[src/rtl/arith_arbiter_pkg.sv]
// Shared types for the arithmetic arbiter: operand/result widths, opcodes,
// FSM states, default latencies and opcode-class helpers.
package arith_arbiter_pkg;

  typedef logic [63:0]  quad_t;
  typedef logic [127:0] bquad_t;

  typedef enum logic [3:0] {
    OP_ADD  = 4'd0,
    OP_SUB  = 4'd1,
    OP_MUL  = 4'd2,
    OP_DIV  = 4'd3,
    OP_MOD  = 4'd4,
    OP_CMP  = 4'd5,
    OP_AADD = 4'd6,
    OP_ASUB = 4'd7,
    OP_AMUL = 4'd8,
    OP_ADIV = 4'd9,
    OP_AMOD = 4'd10
  } opcode_t;

  typedef enum logic [1:0] {
    S_IDLE = 2'd0,
    S_EXEC = 2'd1,
    S_DONE = 2'd2
  } state_e;

  localparam int unsigned DEF_MUL_CYCLES = 3;
  localparam int unsigned DEF_DIV_CYCLES = 8;

  function automatic logic is_single_op(opcode_t op);
    return op inside {OP_ADD, OP_SUB, OP_AADD, OP_ASUB, OP_CMP};
  endfunction

  function automatic logic is_mul_op(opcode_t op);
    return op inside {OP_MUL, OP_AMUL};
  endfunction

  function automatic logic is_div_op(opcode_t op);
    return op inside {OP_DIV, OP_MOD, OP_ADIV, OP_AMOD};
  endfunction

endpackage

[src/rtl/arith_arbiter_rr_arbiter2.sv]
// Two-way round-robin grant: a lone requester wins, a tie goes to the
// requester not granted last; the history only moves when update is high.
module rr_arbiter2 (
  input  logic       clk,
  input  logic       rst_n,
  input  logic [1:0] valid,
  input  logic       update,
  output logic [1:0] grant,
  output logic       grant_idx
);

  logic last;

  always_comb begin
    // NOTE: defaults first so every path assigns both outputs and no latch is inferred.
    grant     = 2'b00;
    grant_idx = 1'b0;
    case (valid)
      2'b01: begin
        grant     = 2'b01;
        grant_idx = 1'b0;
      end
      2'b10: begin
        grant     = 2'b10;
        grant_idx = 1'b1;
      end
      2'b11: begin
        grant     = last ? 2'b01 : 2'b10;
        grant_idx = ~last;
      end
      default: grant = 2'b00;
    endcase
  end

  always_ff @(posedge clk) begin
    // NOTE: non-blocking assignments so every register samples pre-edge values.
    if (!rst_n) begin
      last <= 1'b1;
    end else if (update) begin
      last <= grant_idx;
    end
  end

endmodule

[src/rtl/arith_arbiter.sv]
// Shares one external combinational arithmetic unit between the execute pipe
// (requester 0) and the address unit (requester 1), holding each op for its latency.
module arith_arbiter
  import arith_arbiter_pkg::*;
#(
  parameter int unsigned MUL_CYCLES = DEF_MUL_CYCLES,
  parameter int unsigned DIV_CYCLES = DEF_DIV_CYCLES
) (
  input  logic       clk,
  input  logic       rst_n,
  input  logic [1:0] req_valid,
  output logic [1:0] req_ready,
  input  opcode_t    req_op [2],
  input  quad_t      req_a  [2],
  input  quad_t      req_b  [2],
  output logic [1:0] resp_valid,
  input  logic [1:0] resp_ready,
  output bquad_t     resp_result,
  output logic       resp_err,
  output opcode_t    arith_op,
  output quad_t      arith_a,
  output quad_t      arith_b,
  input  bquad_t     arith_result
);

  localparam int unsigned MAX_L = (MUL_CYCLES > DIV_CYCLES) ? MUL_CYCLES : DIV_CYCLES;
  localparam int unsigned CNT_W = (MAX_L > 1) ? $clog2(MAX_L) : 1;

  state_e           state;
  logic [CNT_W-1:0] count;
  logic             owner;
  logic [1:0]       grant;
  logic             grant_idx;
  logic             accept;
  logic             op_err;

  // Remaining EXEC cycles after acceptance; errors complete after one cycle.
  function automatic logic [CNT_W-1:0] exec_count(opcode_t op, quad_t b);
    if (is_mul_op(op)) return CNT_W'(MUL_CYCLES - 1);
    if (is_div_op(op) && (b != '0)) return CNT_W'(DIV_CYCLES - 1);
    return '0;
  endfunction

  rr_arbiter2 u_arb (
    .clk       (clk),
    .rst_n     (rst_n),
    .valid     (req_valid),
    .update    (accept),
    .grant     (grant),
    .grant_idx (grant_idx)
  );

  assign req_ready = (rst_n && (state == S_IDLE)) ? grant : 2'b00;
  assign accept    = |(req_valid & req_ready);

  assign op_err = !(is_single_op(arith_op) || is_mul_op(arith_op) || is_div_op(arith_op)) ||
                  (is_div_op(arith_op) && (arith_b == '0));

  always_ff @(posedge clk) begin
    // NOTE: the captured operands are reset too, since they are visible outputs.
    if (!rst_n) begin
      state       <= S_IDLE;
      count       <= '0;
      owner       <= 1'b0;
      resp_valid  <= 2'b00;
      resp_result <= '0;
      resp_err    <= 1'b0;
      arith_op    <= OP_ADD;
      arith_a     <= '0;
      arith_b     <= '0;
    end else begin
      case (state)
        S_IDLE: begin
          if (accept) begin
            arith_op <= req_op[grant_idx];
            arith_a  <= req_a[grant_idx];
            arith_b  <= req_b[grant_idx];
            owner    <= grant_idx;
            count    <= exec_count(req_op[grant_idx], req_b[grant_idx]);
            state    <= S_EXEC;
          end
        end
        S_EXEC: begin
          if (count == '0) begin
            resp_result <= op_err ? '0 : arith_result;
            resp_err    <= op_err;
            resp_valid  <= owner ? 2'b10 : 2'b01;
            state       <= S_DONE;
          end else begin
            count <= count - 1'b1;
          end
        end
        S_DONE: begin
          if (resp_ready[owner]) begin
            resp_valid <= 2'b00;
            state      <= S_IDLE;
          end
        end
        default: state <= S_IDLE;
      endcase
    end
  end

endmodule

[config.mk]
export PLATFORM = sky130hd
export DESIGN_NAME = arith_arbiter
export DESIGN_NICKNAME = d
export VERILOG_FILES = /design/src/rtl/arith_arbiter_pkg.sv /design/src/rtl/arith_arbiter_rr_arbiter2.sv /design/src/rtl/arith_arbiter.sv
export SDC_FILE = /design/constraint.sdc
export NUM_CORES = 1
export LEC_CHECK = 0
export BUFFER_PORTS_ARGS = -buffer_cell sky130_fd_sc_hd__buf_2
export CAP_MARGIN = 20
export CORE_AREA = 2 2 261 263
export CTS_CLUSTER_SIZE = 8
export DETAILED_ROUTE_END_ITERATION = 7
export DIE_AREA = 0 0 263 265
export PLACE_DENSITY_LB_ADDON = 0.08
export SLEW_MARGIN = 10
export SYNTH_ARGS = -nofsm -noshare
export SYNTH_HDL_FRONTEND = slang
export SYNTH_SLANG_ARGS = --single-unit
[constraint.sdc]
create_clock -name clk -period 2.5 [get_ports clk]
set_clock_uncertainty 0.15 [all_clocks]
set_input_delay 0.375 -clock clk [delete_from_list [all_inputs] [get_ports clk]]
set_output_delay 0.375 -clock clk [all_outputs]
set_load 0.01 [all_outputs]
==> results of run 1 <==
-- cells in the mapped netlist (2+ instances only) --
cell type / instances / area (µm²)
a31oi_1: 4 / 25.0
clkbuf_1: 72 / 270
o21ai_0: 5 / 25.0
nor2b_1: 131 / 820
mux2i_4: 2 / 45.0
ha_1: 2 / 25.0
and3_1: 2 / 12.5
a21oi_1: 3 / 15.0
and2_1: 2 / 12.5
buf_4: 11 / 82.6
nor2_1: 8 / 30.0
nand2b_1: 2 / 12.5
mux2_2: 2 / 22.5
inv_1: 5 / 18.8
buf_2: 15 / 75.1
o211a_1: 132 / 1320
mux2i_1: 129 / 1290
nor4_1: 49 / 307
xor2_1: 2 / 17.5
nand4_1: 12 / 75.1
a22oi_1: 129 / 968
o21ai_1: 2 / 10.0
nand3b_1: 2 / 15.0
nand2_1: 140 / 526
buf_1: 3 / 11.3
dfxtp_1: 270 / 5410
-- cells in the final DEF (no fill, tap or decap), types with 3 or more instances in the layout --
master           n
nor2_1           8
clkbuf_1         7
buf_4           35
dlygate4sd3_1  135
a31oi_1          4
a22oi_1        129
inv_1            5
buf_12          16
nand4_1         12
mux2i_1        129
clkinv_2         3
o21ai_0          5
buf_2          661
o211a_1        132
nand2_1        139
clkbuf_16       43
nor4_1          48
dfxtp_1        270
nor2b_1        131
-- worst max-delay path by stage --
stage	from	depth (start not counted)	endpoint
after global routing	req_valid[0]	9	arith_b[62]$_SDFFE_PN0P_
final	req_valid[0]	9	arith_b[62]$_SDFFE_PN0P_
after floorplan	req_valid[1]	7	count[1]$_SDFFE_PN0P_
after global placement	req_b[124]	8	count[1]$_SDFFE_PN0P_
after detailed placement	req_b[127]	8	count[2]$_SDFFE_PN0P_
after CTS	arith_b[1]$_SDFFE_PN0P_	9	resp_result[81]$_SDFFE_PN0P_
-- worst register-to-register path, stage by stage (launching register included) --
cell and delay (ns):
dfxtp_1 0.33, nor4_1 0.40, buf_4 0.18, nand4_1 0.11
a311oi_1 0.28, buf_4 0.16, a21oi_4 0.09, buf_12 0.19
a22oi_1 0.27, nor2b_1 0.07
-- layer usage --
metal	up-vias	wire length (µm)
li1	5829	-
met3	86	4420
met1	5511	22000
met2	457	25500
met5	-	41
met4	6	1680
-- through the flow --
stage | setup TNS (ns) | utilization | area, µm²
6_report | 0 | 0.279 | 18700
5_1_grt | 0 | 0.279 | 18700
4_1_cts | 0 | 0.279 | 18700
3_5_place_dp | -0.107 | 0.242 | 16200
3_3_place_gp | -0.0400 | 0.242 | 16200
2_1_floorplan | 0 | - | 11600
-- logic make-up after synthesis --
family / share of synthesized area
adder cells (fa/ha/maj): 0.00216
AO/OA/AOI/OAI: 0.211
XOR/XNOR: 0.00151
multiplexers: 0.118
buffers and inverters: 0.0405
flip-flops: 0.467
AND/OR/NAND/NOR: 0.160
-- final cells by class --
type / instances / area (µm²) / area share
clock buffers: 51 / 1120 / 0.0598
diodes: 1 / 2.50 / 0.000134
well taps: 873 / 1090 / 0.0585
flip-flops and latches: 270 / 5410 / 0.290
inverters: 5 / 18.8 / 0.00101
repair buffers: 848 / 5260 / 0.282
clock inverters: 4 / 23.8 / 0.00127
multi-input cells: 776 / 5750 / 0.308
-- report_power, final --
group / leakage, nW / internal [mW] / switching, mW
sequential: 2.21 / 5.44 / 0.661
clock: 0.562 / 3.09 / 2.05
combinational: 6.81 / 2.94 / 3.88
total: 9.59 / 11.5 / 6.59
-- flip-flops by register name, indices dropped and copies added (netlist names) --
| signal | cells |
|---|---|
| resp_result | 128 |
| arith_op | 4 |
| state | 2 |
| owner | 1 |
| arith_b | 64 |
| count | 3 |
| resp_err | 1 |
| u_arb.last | 1 |
| resp_valid | 2 |
| arith_a | 64 |
-- repair_timing --
| action | 4_1_cts | 5_1_grt |
|---|---|---|
| setup endpoints to repair | 0 | 30 |
| buffers inserted | 0 | 0 |
| resized for setup | 0 | 1 |
| endpoints found under the hold margin | 133 | 0 |
| hold buffers | 135 | 0 |
==> results.py, run 1 <==
metrics = {
    "clocking": {
        "cts_root_buffer": "clkbuf_16",
        "clkLatencyLatePin_ns": 0.54,
        "clkTransAtPathRegs_ns": 0.05,
        "cts_tree": "done",
        "clock_path_buffers": 3,
        "ctsHtreeMaxLevel": 2,
        "cts-buffers-inserted": 41,
        "cts.sinks": 270,
    },
    "placement": {
        "dpl_worst_slack_ns": -0.0391,
        "placed_cells": 2637,
        "numPortBuffers": 662,
        "place.detailed.hpwl_um": 40200,
        "gp_congestion": 0.853,
    },
    "grt": {
        "grt.total_usage": 0.148,
        "grt_pass1_wl_um": 78800,
        "use_met3": 0.0511,
        "grt_pass1_vias": 12222,
        "antenna_found_initial": 9,
        "busiest_layer": "met2",
        "use_met2": 0.251,
        "grt-ovfl-total": 0,
        "grt_max_degree": 166,
        "grtUsageMet1": 0.173,
    },
    "power": {
        "p_leak_nw": 9.59,
        "power_mw": 18.1,
        "powerDensity_mw_per_mm2": 968,
        "vdd_drop_max_v": 0.000735,
    },
    "critical_path": {
        "cp_max_fo": 49,
        "r2r-start": "arith_b[48]$_SDFFE_PN0P_",
        "crit_slowest_cell": "dlygate4sd3_1",
        "worstPathRequired_ns": 2.79,
        "crit_family": "buffers and inverters",
        "arrival_ns": 2.68,
        "crit_buf_inv": 5,
        "crit_path_max_incr_delay_ns": 0.55,
        "crit_type": "in2reg",
        "r2r_end": "resp_result[97]$_SDFFE_PN0P_",
        "reg2reg_depth": 9,
        "rrSetupSlack_ns": 0.16,
        "crit_path_start_kind": "primary input",
        "worstPathCellList": "dlygate4sd3_1, buf_2, a21boi_4, buf_12, buf_12, mux2i_1, buf_4, nand2_1, o211a_1",
        "worst_path_most_repeated_cell": "buf_12",
        "cp-end-kind": "register",
    },
    "routing": {
        "totalWireLength_um": 53700,
        "viasPerCell": 4.20,
        "detail_route.wl_per_cell_um": 19.0,
        "vias": 11889,
        "drc": 0,
        "ant_nets": 0,
        "drt-initial-drc-count": 515,
        "drt_first_pass_iters": 4,
    },
    "timing": {
        "period_share": 0.958,
        "setup_viol": 0,
        "hold_violations": 0,
        "rsz0062_at_grt": "no",
        "fmax_mhz": 417,
        "worst_pin_slew_ns": 0.874,
        "setup_slack_ns": 0.104,
        "holdWs_ns": 0.0422,
        "min_period_ns": 2.40,
        "final_max_slew_viol_count": 0,
        "max-slew-margin-rel": 0.417,
    },
    "worst_hold_path": {
        "hp-class": "in2reg",
        "hold_depth": 4,
        "min_from": "req_a[74]",
        "hold_end": "arith_a[10]$_SDFFE_PN0P_",
    },
    "cells_and_area": {
        "layout.nets": 2342,
        "fillers": 7271,
        "final_cell_count_no_fill": 2828,
        "layout-drive-gt1-share": 0.395,
        "syn_to_final_growth_pct": 61.1,
    },
    "floorplanning": {
        "ios": 663,
        "die-area_mm2": 0.0697,
        "initial_core_util": 0.173,
        "num_rows": 95,
        "core_mm2": 0.0668,
        "die_w_um": 263,
        "die_h_um": 265,
    },
    "yosys": {
        "synth-main-ff-cell": "dfxtp_1",
        "synth_cells": 1153,
        "ys_warn_count": 0,
        "synth_edf_count": 0,
        "synthArstFlopShare": 0,
        "syn_area_mm2": 0.0116,
        "synth_seq_cells": 270,
        "seq_area_frac_synth": 0.467,
        "avgSynthCellArea_um2": 10.0,
        "syn-num-nets": 1553,
        "synth_cell_types": 43,
    },
    "outcome": {
        "run_status": "completed",
    },
    "flow_run": {
        "maxCapViolations": 0,
    },
}
Note: power is estimated with default switching activity, not from simulation.
==> run 2, diff against run 1 <==
--- a/constraint.sdc
+++ b/constraint.sdc
@@ -4,2 +4,2 @@
 set_output_delay 0.375 -clock clk [all_outputs]
-set_load 0.01 [all_outputs]
+set_load 0.005 [all_outputs]
==> results.py, run 2 (same netlist as run 1, synthesis figures left out) <==
metrics = {
    "power": {
        "p_leak_nw": 9.54,
        "vdd_drop_max_v": 0.000372,
        "power_mw": 17.4,
        "powerDensity_mw_per_mm2": 940,
    },
    "timing": {
        "final_max_slew_viol_count": 0,
        "period_share": 0.964,
        "max-slew-margin-rel": 0.340,
        "worst_pin_slew_ns": 0.991,
        "holdWs_ns": 0.0452,
        "setup_slack_ns": 0.0904,
        "setup_viol": 0,
        "hold_violations": 0,
        "fmax_mhz": 415,
        "rsz0062_at_grt": "no",
        "tns_ns": 0,
        "min_period_ns": 2.41,
    },
    "floorplanning": {
        "initial_core_util": 0.173,
        "die_w_um": 263,
        "die-area_mm2": 0.0697,
        "core_mm2": 0.0668,
        "num_rows": 95,
        "ios": 663,
        "die_h_um": 265,
    },
    "clocking": {
        "cts.sinks": 270,
        "cts_tree": "done",
        "ctsHtreeMaxLevel": 2,
        "clkLatencyLatePin_ns": 0.53,
        "cts_root_buffer": "clkbuf_16",
        "cts-buffers-inserted": 40,
        "clkTransAtPathRegs_ns": 0.05,
        "clock_path_buffers": 3,
    },
    "critical_path": {
        "worst_path_most_repeated_cell": "buf_12",
        "crit_family": "buffers and inverters",
        "crit_path_start_kind": "primary input",
        "worstPathRequired_ns": 2.76,
        "worstPathCellList": "dlygate4sd3_1, buf_2, a21boi_4, buf_12, buf_12, buf_12, mux2i_1, nand2_1, o211a_1",
        "arrival_ns": 2.67,
        "cp_max_fo": 49,
        "crit_type": "in2reg",
        "crit_buf_inv": 5,
        "cp-end-kind": "register",
        "crit_slowest_cell": "dlygate4sd3_1",
        "crit_path_max_incr_delay_ns": 0.55,
    },
    "flow_run": {
        "maxCapViolations": 0,
    },
    "routing": {
        "vias": 11850,
        "totalWireLength_um": 53900,
        "viasPerCell": 4.20,
        "ant_nets": 0,
        "detail_route.wl_per_cell_um": 19.1,
        "drt_first_pass_iters": 4,
        "drt-initial-drc-count": 505,
        "drc": 0,
    },
    "placement": {
        "numPortBuffers": 662,
        "dpl_worst_slack_ns": -0.0440,
        "place.detailed.hpwl_um": 40800,
        "gp_congestion": 0.863,
    },
    "worst_hold_path": {
        "hp-class": "in2reg",
    },
    "cells_and_area": {
        "syn_to_final_growth_pct": 60.1,
        "fillers": 7278,
        "largest_register": "resp_result",
        "layout_commonest_cell": "buf_2",
        "layout-drive-gt1-share": 0.398,
        "largest_reg_flops": 128,
        "biggestRegsByFlops": "resp_result x128, arith_a x64, arith_b x64",
        "layout_common_cells": "buf_2 (661), dfxtp_1 (270), nand2_1 (139)",
        "layout.nets": 2339,
        "post-route-util": 0.278,
    },
    "grt": {
        "antenna_found_initial": 8,
        "grt_pass1_vias": 12495,
        "grt-ovfl-total": 0,
        "grt_max_degree": 108,
        "grt.total_usage": 0.147,
        "grt_pass1_wl_um": 78600,
    },
    "outcome": {
        "run_status": "completed",
    },
}
-- run 2: routing by layer --
layer | part of all wire | global-route usage | vias to the layer above
li1 | - | - | 5802
met1 | 0.40 | 0.168 | 5509
met2 | 0.48 | 0.257 | 458
met3 | 0.085 | 0.0491 | 79
met4 | 0.029 | 0.0511 | 2
met5 | 0.00022 | 0 | -
-- run 2: worst paths after layout --
path                                                      to  slack (ns)                startpoint  cells after the start
worst max-delay path                arith_a[33]$_SDFFE_PN0P_        0.09              req_valid[0]                      9
worst min-delay path                arith_a[63]$_SDFFE_PN0P_        0.05                req_a[127]                      4
worst max register to register  resp_result[30]$_SDFFE_PN0P_        0.18   arith_b[1]$_SDFFE_PN0P_                      9
worst min register to register      arith_a[26]$_SDFFE_PN0P_        0.34  arith_a[26]$_SDFFE_PN0P_                      1
-- run 2: cell type report --
class                      count  area, µm²  share of cell area
clock buffer                  46       1060              0.0574
inverter                       5       18.8             0.00101
timing repair buffer         846       5200               0.280
tap                          873       1090              0.0589
antenna                        3       7.51            0.000405
sequential                   270       5410               0.291
multi-input combinational    776       5750               0.310
clock inverter                 1       5.00            0.000270
-- run 2: timing repair --
action	CTS	global route
endpoints found under the hold margin	129	0
setup endpoints to repair	0	10
hold buffers	129	0
resized for setup	0	2
setup buffers	0	0
-- run 2: power breakdown --
| group | internal (mW) | total [mW] | switching (mW) | leakage (nW) |
|---|---|---|---|---|
| Sequential | 5.45 | 6.11 | 0.663 | 2.21 |
| Clock | 2.95 | 4.90 | 1.95 | 0.527 |
| Combinational | 2.93 | 6.42 | 3.49 | 6.80 |
-- run 2: worst min-delay path, stage by stage --
cell,delay (ns)
buf_2,0.07
mux2i_1,0.06
nand2_1,0.06
o211a_1,0.13
-- run 2: stage by stage --
| step | cell area (µm²) | std cells |
|---|---|---|
| 5_1_grt | 18500 | 2819 |
| 6_report | 18500 | 2820 |
| 2_1_floorplan | 11600 | 1153 |
| 3_3_place_gp | 16200 | 2641 |
| 4_1_cts | 18500 | 2817 |
| 3_5_place_dp | 16200 | 2641 |
